==> src/rtl/ram_axi_ctrl.sv <==
// Bridges a single-beat RAM request port onto AXI4 read/write channels.
// One transaction is in flight at a time; every handshake output comes from a flop.
module ram_axi_ctrl #(
  parameter logic [3:0] AXI_ID = 4'd0
) (
  input  logic        clk,
  input  logic        rst_n,
  input  logic [63:0] i_ram_addr,
  input  logic        i_ram_wen,
  input  logic        i_ram_valid,
  input  logic [63:0] i_ram_wdata,
  input  logic [2:0]  i_ram_size,
  output logic        o_ram_ready,
  output logic [63:0] o_ram_rdata,
  output logic        o_ram_err,
  output logic        o_axi_awvalid,
  input  logic        i_axi_awready,
  output logic [63:0] o_axi_awaddr,
  output logic [3:0]  o_axi_awid,
  output logic [7:0]  o_axi_awlen,
  output logic [2:0]  o_axi_awsize,
  output logic [1:0]  o_axi_awburst,
  output logic        o_axi_wvalid,
  input  logic        i_axi_wready,
  output logic [63:0] o_axi_wdata,
  output logic [7:0]  o_axi_wstrb,
  output logic        o_axi_wlast,
  input  logic        i_axi_bvalid,
  output logic        o_axi_bready,
  input  logic [1:0]  i_axi_bresp,
  output logic        o_axi_arvalid,
  input  logic        i_axi_arready,
  output logic [63:0] o_axi_araddr,
  output logic [3:0]  o_axi_arid,
  output logic [7:0]  o_axi_arlen,
  output logic [2:0]  o_axi_arsize,
  output logic [1:0]  o_axi_arburst,
  input  logic        i_axi_rvalid,
  output logic        o_axi_rready,
  input  logic [63:0] i_axi_rdata,
  input  logic [1:0]  i_axi_rresp,
  input  logic        i_axi_rlast
);

  localparam logic [2:0] S_IDLE    = 3'd0;
  localparam logic [2:0] S_RD_ADDR = 3'd1;
  localparam logic [2:0] S_RD_DATA = 3'd2;
  localparam logic [2:0] S_WR_REQ  = 3'd3;
  localparam logic [2:0] S_WR_RESP = 3'd4;
  localparam logic [2:0] S_DONE    = 3'd5;

  logic [2:0]  r_state;
  logic [63:0] r_addr;
  logic [2:0]  r_size;
  logic [63:0] r_wdata;
  logic [7:0]  r_wstrb;
  logic [63:0] r_rdata;
  logic        r_awvalid, r_wvalid, r_bready, r_arvalid, r_rready;
  logic        r_ready, r_err;

  logic [2:0]  w_size;
  logic [7:0]  w_mask;
  logic [7:0]  w_strb;
  logic [63:0] w_wdata;
  logic [63:0] w_rdata;
  logic        w_aw_done, w_w_done;
  logic        w_unused;

  assign w_unused = i_axi_rlast;

  // Sizes 4-7 behave as a full 8-byte access.
  assign w_size  = i_ram_size[2] ? 3'd3 : i_ram_size;
  always_comb begin
    w_mask = 8'h01;
    case (w_size[1:0])
      2'd0: w_mask = 8'h01;
      2'd1: w_mask = 8'h03;
      2'd2: w_mask = 8'h0F;
      2'd3: w_mask = 8'hFF;
      default: w_mask = 8'h01;
    endcase
  end
  assign w_strb  = w_mask << i_ram_addr[2:0];
  assign w_wdata = i_ram_wdata << {i_ram_addr[2:0], 3'b000};
  assign w_rdata = i_axi_rdata >> {r_addr[2:0], 3'b000};

  // A channel counts as done once its valid has dropped or is handshaking now.
  assign w_aw_done = !r_awvalid || i_axi_awready;
  assign w_w_done  = !r_wvalid  || i_axi_wready;

  always_ff @(posedge clk or negedge rst_n) begin
    if (!rst_n) begin
      r_state   <= S_IDLE;
      r_addr    <= '0;
      r_size    <= '0;
      r_wdata   <= '0;
      r_wstrb   <= '0;
      r_rdata   <= '0;
      r_awvalid <= 1'b0;
      r_wvalid  <= 1'b0;
      r_bready  <= 1'b0;
      r_arvalid <= 1'b0;
      r_rready  <= 1'b0;
      r_ready   <= 1'b0;
      r_err     <= 1'b0;
    end else begin
      case (r_state)
        S_IDLE: begin
          if (i_ram_valid) begin
            r_addr  <= i_ram_addr;
            r_size  <= w_size;
            r_wdata <= w_wdata;
            r_wstrb <= w_strb;
            if (i_ram_wen) begin
              r_state   <= S_WR_REQ;
              r_awvalid <= 1'b1;
              r_wvalid  <= 1'b1;
            end else begin
              r_state   <= S_RD_ADDR;
              r_arvalid <= 1'b1;
            end
          end
        end
        S_RD_ADDR: begin
          if (i_axi_arready) begin
            r_arvalid <= 1'b0;
            r_rready  <= 1'b1;
            r_state   <= S_RD_DATA;
          end
        end
        S_RD_DATA: begin
          if (i_axi_rvalid) begin
            r_rready <= 1'b0;
            r_rdata  <= w_rdata;
            r_err    <= |i_axi_rresp;
            r_ready  <= 1'b1;
            r_state  <= S_DONE;
          end
        end
        S_WR_REQ: begin
          if (r_awvalid && i_axi_awready) r_awvalid <= 1'b0;
          if (r_wvalid && i_axi_wready)   r_wvalid  <= 1'b0;
          if (w_aw_done && w_w_done) begin
            r_bready <= 1'b1;
            r_state  <= S_WR_RESP;
          end
        end
        S_WR_RESP: begin
          if (i_axi_bvalid) begin
            r_bready <= 1'b0;
            r_err    <= |i_axi_bresp;
            r_ready  <= 1'b1;
            r_state  <= S_DONE;
          end
        end
        S_DONE: begin
          r_ready <= 1'b0;
          r_err   <= 1'b0;
          r_state <= S_IDLE;
        end
        default: r_state <= S_IDLE;
      endcase
    end
  end

  assign o_ram_ready   = r_ready;
  assign o_ram_err     = r_err;
  assign o_ram_rdata   = r_rdata;
  assign o_axi_awvalid = r_awvalid;
  assign o_axi_awaddr  = r_addr;
  assign o_axi_awid    = AXI_ID;
  assign o_axi_awlen   = 8'd0;
  assign o_axi_awsize  = r_size;
  assign o_axi_awburst = 2'b01;
  assign o_axi_wvalid  = r_wvalid;
  assign o_axi_wdata   = r_wdata;
  assign o_axi_wstrb   = r_wstrb;
  assign o_axi_wlast   = r_wvalid;
  assign o_axi_bready  = r_bready;
  assign o_axi_arvalid = r_arvalid;
  assign o_axi_araddr  = r_addr;
  assign o_axi_arid    = AXI_ID;
  assign o_axi_arlen   = 8'd0;
  assign o_axi_arsize  = r_size;
  assign o_axi_arburst = 2'b01;
  assign o_axi_rready  = r_rready;

endmodule

==> config.mk <==
export PLATFORM = sky130hd
export DESIGN_NAME = ram_axi_ctrl
export DESIGN_NICKNAME = d
export VERILOG_FILES = /design/src/rtl/ram_axi_ctrl.sv
export SDC_FILE = /design/constraint.sdc
export NUM_CORES = 1
export LEC_CHECK = 0
export ABC_AREA = 1
export BUFFER_PORTS_ARGS = -buffer_cell sky130_fd_sc_hd__buf_4
export CORE_AREA = 2 2 199 201
export CTS_CLUSTER_SIZE = 12
export DETAILED_ROUTE_END_ITERATION = 8
export DIE_AREA = 0 0 201 203
export PLACE_DENSITY = 0.67
export RECOVER_POWER = 100
export SYNTH_ARGS = -nofsm -noshare
export SYNTH_HDL_FRONTEND = slang
export SYNTH_SLANG_ARGS = --single-unit
==> constraint.sdc <==
create_clock -name clk -period 3.32 [get_ports clk]
set_clock_uncertainty 0.05 [all_clocks]
set_input_delay 0.498 -clock clk [delete_from_list [all_inputs] [get_ports clk]]
set_output_delay 0.498 -clock clk [all_outputs]
set_load 0.01 [all_outputs]
==> flow_metrics.py <==
metrics = {
    "min_path": {
        "hold_class": "in2reg",
    },
    "cts": {
        "cts_tree": "built",
        "clk_pin_slew_ns": 0.06,
        "root_buffer": "clkbuf_16",
        "ctsLongestPathBuffers": 3,
        "cts_buffers": 26,
        "cts_max_level": 1,
        "cts_sinks": 212,
        "clk_latency_ns": 0.54,
        "cts_setup_buffers": 0,
    },
    "layout": {
        "nFillCells": 4275,
        "layout.cells.most_common_list": "nand2_1, clkbuf_1, buf_4, dfrtp_1, nand3_1",
        "multiInputGateArea_um2": 5090,
        "antenna_cells": 0,
        "layout_commonest_cell": "nand2_1",
        "layout.cells.non_filler": 2592,
        "drive_gt1_share_pct": 13.9,
        "final_nets": 2264,
        "syn2layout_area_growth_pct": 28.0,
        "regArea_um2": 5310,
    },
    "place": {
        "dp.cells": 2544,
        "place.gp.congestion": 0.993,
        "dpl.hpwl_um": 34900,
        "numPortBuffers": 483,
    },
    "synth": {
        "synthCells": 1682,
        "ys_warn_count": 0,
        "syn_area_per_cell_um2": 7.04,
        "synth.cell_area_um2": 11800,
        "yosysSeqAreaShare_pct": 44.8,
        "ys_types": 29,
        "ys_ff_latch": 212,
    },
    "pwr": {
        "switchingPower_mw": 6.05,
        "seq_power_share_pct": 34.5,
        "power_density_nw_per_um2": 907,
        "power.total_mw": 13.7,
        "cellLeakagePower_nw": 7.83,
        "combPwrFrac_pct": 41.6,
        "p_int_mw": 7.70,
        "clkPwrFrac_pct": 23.8,
        "ir_worst_vdd_uv": 377,
        "switching_share_pct": 44.0,
    },
    "worst_setup_path": {
        "crit_slowest_cell": "clkbuf_2",
        "required_ns": 3.72,
        "cp-start-kind": "flop",
        "worstSetupPathType": "reg2reg",
        "cp_num_buf_inv": 2,
        "cp_data_arrival_time_ns": 3.15,
        "crit_fanout": 57,
        "max_stage_delay_ns": 0.93,
        "path_cells": "nor2_1 > nand3_2 > nor2_4 > clkbuf_2 > inv_2 > o21ai_0",
        "cp_top_family": "buffers and inverters",
        "cp-end-kind": "flop",
    },
    "global_route": {
        "antenna_found_initial": 0,
        "grtUsageTotal_pct": 21.9,
        "overflow": 0,
        "grt_start_max_net_pins": 97,
        "grt_pass1_wl_um": 69900,
        "grt_pass1_vias": 11800,
    },
    "die": {
        "die_area_um2": 40800,
        "core_area_um2": 38500,
        "die_w_um": 201,
        "initial_core_util_pct": 30.8,
        "io_pins": 515,
        "fp.dieH_um": 203,
        "core.rowCount": 72,
    },
    "run_status": {
        "violations": "capacitance limit, slew limit",
        "status": "finished, violations left",
    },
    "timing": {
        "max_slew_margin_pct": -24.1,
        "finalCriticalPeriod_ns": 2.76,
        "period_share_pct": 83.0,
        "worst_slew_pin_slew_ns": 1.86,
        "setup_violations": 0,
        "slew_viol_final": 66,
        "rsz0062_at_grt": "no",
        "fmax_mhz": 363,
        "tns_ns": 0,
        "hold_violations": 0,
    },
    "route": {
        "firstDrtPassIters": 5,
        "avgRoutedWirePerCell_um": 18.1,
        "vias_per_cell": 4.77,
        "drc": 0,
        "dr.first_iter.drc_count": 816,
        "postRouteAntennaNets": 0,
        "vias": 12400,
        "drt_wl_total_um": 46800,
    },
    "flow_run": {
        "maxCapViolations": 1,
    },
}
-- worst paths after layout --
check	start	endpoint	slack [ns]	cells past startpoint
worst max-delay path	r_state[2]$_DFFE_PN0P_	o_ram_rdata[59]$_DFFE_PN0P_	0.56	6
worst min-delay path	i_ram_addr[62]	o_axi_araddr[62]$_DFFE_PN0P_	0.10	3
worst max register to register	r_state[2]$_DFFE_PN0P_	o_ram_rdata[59]$_DFFE_PN0P_	0.56	6
worst min register to register	o_ram_rdata[51]$_DFFE_PN0P_	o_ram_rdata[51]$_DFFE_PN0P_	0.43	2
max in group asynchronous	rst_n	o_ram_rdata[12]$_DFFE_PN0P_	0.75	4
min in group asynchronous	rst_n	o_ram_rdata[37]$_DFFE_PN0P_	0.96	2
-- cell usage after synthesis --
cell type | n | area [um^2]
or2_2 | 1 | 6.26
nor3_1 | 1 | 5.00
nor2_2 | 4 | 25.0
conb_1 | 2 | 7.51
nand3_4 | 1 | 17.5
nand3b_1 | 1 | 7.51
a21oi_1 | 8 | 40.0
a22oi_1 | 1 | 7.51
inv_2 | 3 | 11.3
dfrtp_1 | 212 | 5310
o21ai_1 | 7 | 35.0
o211ai_1 | 3 | 22.5
clkinv_1 | 1 | 3.75
o21ai_0 | 149 | 746
o21bai_1 | 1 | 7.51
nand3_1 | 165 | 826
nor2_1 | 26 | 97.6
nand3_2 | 1 | 10.0
nand2_1 | 808 | 3030
clkbuf_1 | 31 | 116
and2_0 | 4 | 25.0
buf_6 | 5 | 56.3
buf_4 | 105 | 788
mux2i_1 | 4 | 40.0
buf_2 | 46 | 230
buf_1 | 6 | 22.5
o31ai_1 | 1 | 7.51
inv_1 | 82 | 308
nor2_4 | 3 | 33.8
-- stage by stage --
stage | hold slack (ns) | cell area (um^2) | util [%] | worst slack [ns]
after floorplan | 0.152 | 11900 | - | 1.88
after global placement | 0.416 | 15300 | 39.7 | 1.08
after detailed placement | 0.417 | 15300 | 39.7 | 1.05
after CTS | 0.0699 | 16300 | 42.3 | 0.862
after global routing | 0.0796 | 15200 | 39.4 | 0.400
final | 0.105 | 15200 | 39.4 | 0.565
-- state kept, by name (all words and copies together), names as in the netlist --
name and cells:
o_axi_wdata 64, o_axi_arvalid 1, o_ram_rdata 64, o_axi_rready 1, o_axi_wlast 1, o_axi_araddr 64, o_axi_wstrb 8, o_axi_bready 1
o_axi_arsize 2, o_ram_err 1, o_axi_awvalid 1, o_ram_ready 1, r_state 3
-- worst min-delay path, stage by stage --
cell	delay (ns)
buf_4	0.08
nand2_1	0.04
nand2_1	0.04
-- power groups by stage --
stage | Sequential (mW) | Clock [mW] | Combinational, mW
after global placement | 4.78 | 0 | 6.90
after CTS | 4.80 | 3.38 | 6.99
after detailed placement | 4.80 | 0 | 6.98
after floorplan | 5.01 | 0 | 3.45
final | 4.75 | 3.27 | 5.73
after global routing | 4.90 | 3.47 | 6.38
-- logic make-up (layout without fill, tap and decap cells) --
logic type,after synthesis,after routing,synth area share [%]
simple gates,1015,1015,34.5
buf+inv,279,643,13.0
flops,212,212,44.8
compound gates,170,170,7.31
mux,4,4,0.338
other cells,2,30,0.0634
-- cell type report --
class,instances,share of cell area [%]
multi-input combinational,1219,33.6
clock buffer,34,4.83
sequential,212,35.0
clock inverter,13,1.64
timing repair buffer,510,18.5
tap,518,4.28
inverter,86,2.13
-- layer usage --
layer / up-vias / GRT usage [%] / routed length, um
li1: 5878 / - / -
met2: 550 / 37.2 / 22600
met1: 5857 / 26.9 / 18700
met4: 0 / 7.88 / 1540
met3: 82 / 5.52 / 4020
met5: - / 0 / 0
-- what timing repair did --
action	CTS	global route
gates resized for setup	0	0
hold endpoints to repair	63	0
hold buffers	1	0
Note: power is estimated with default switching activity, not from simulation.
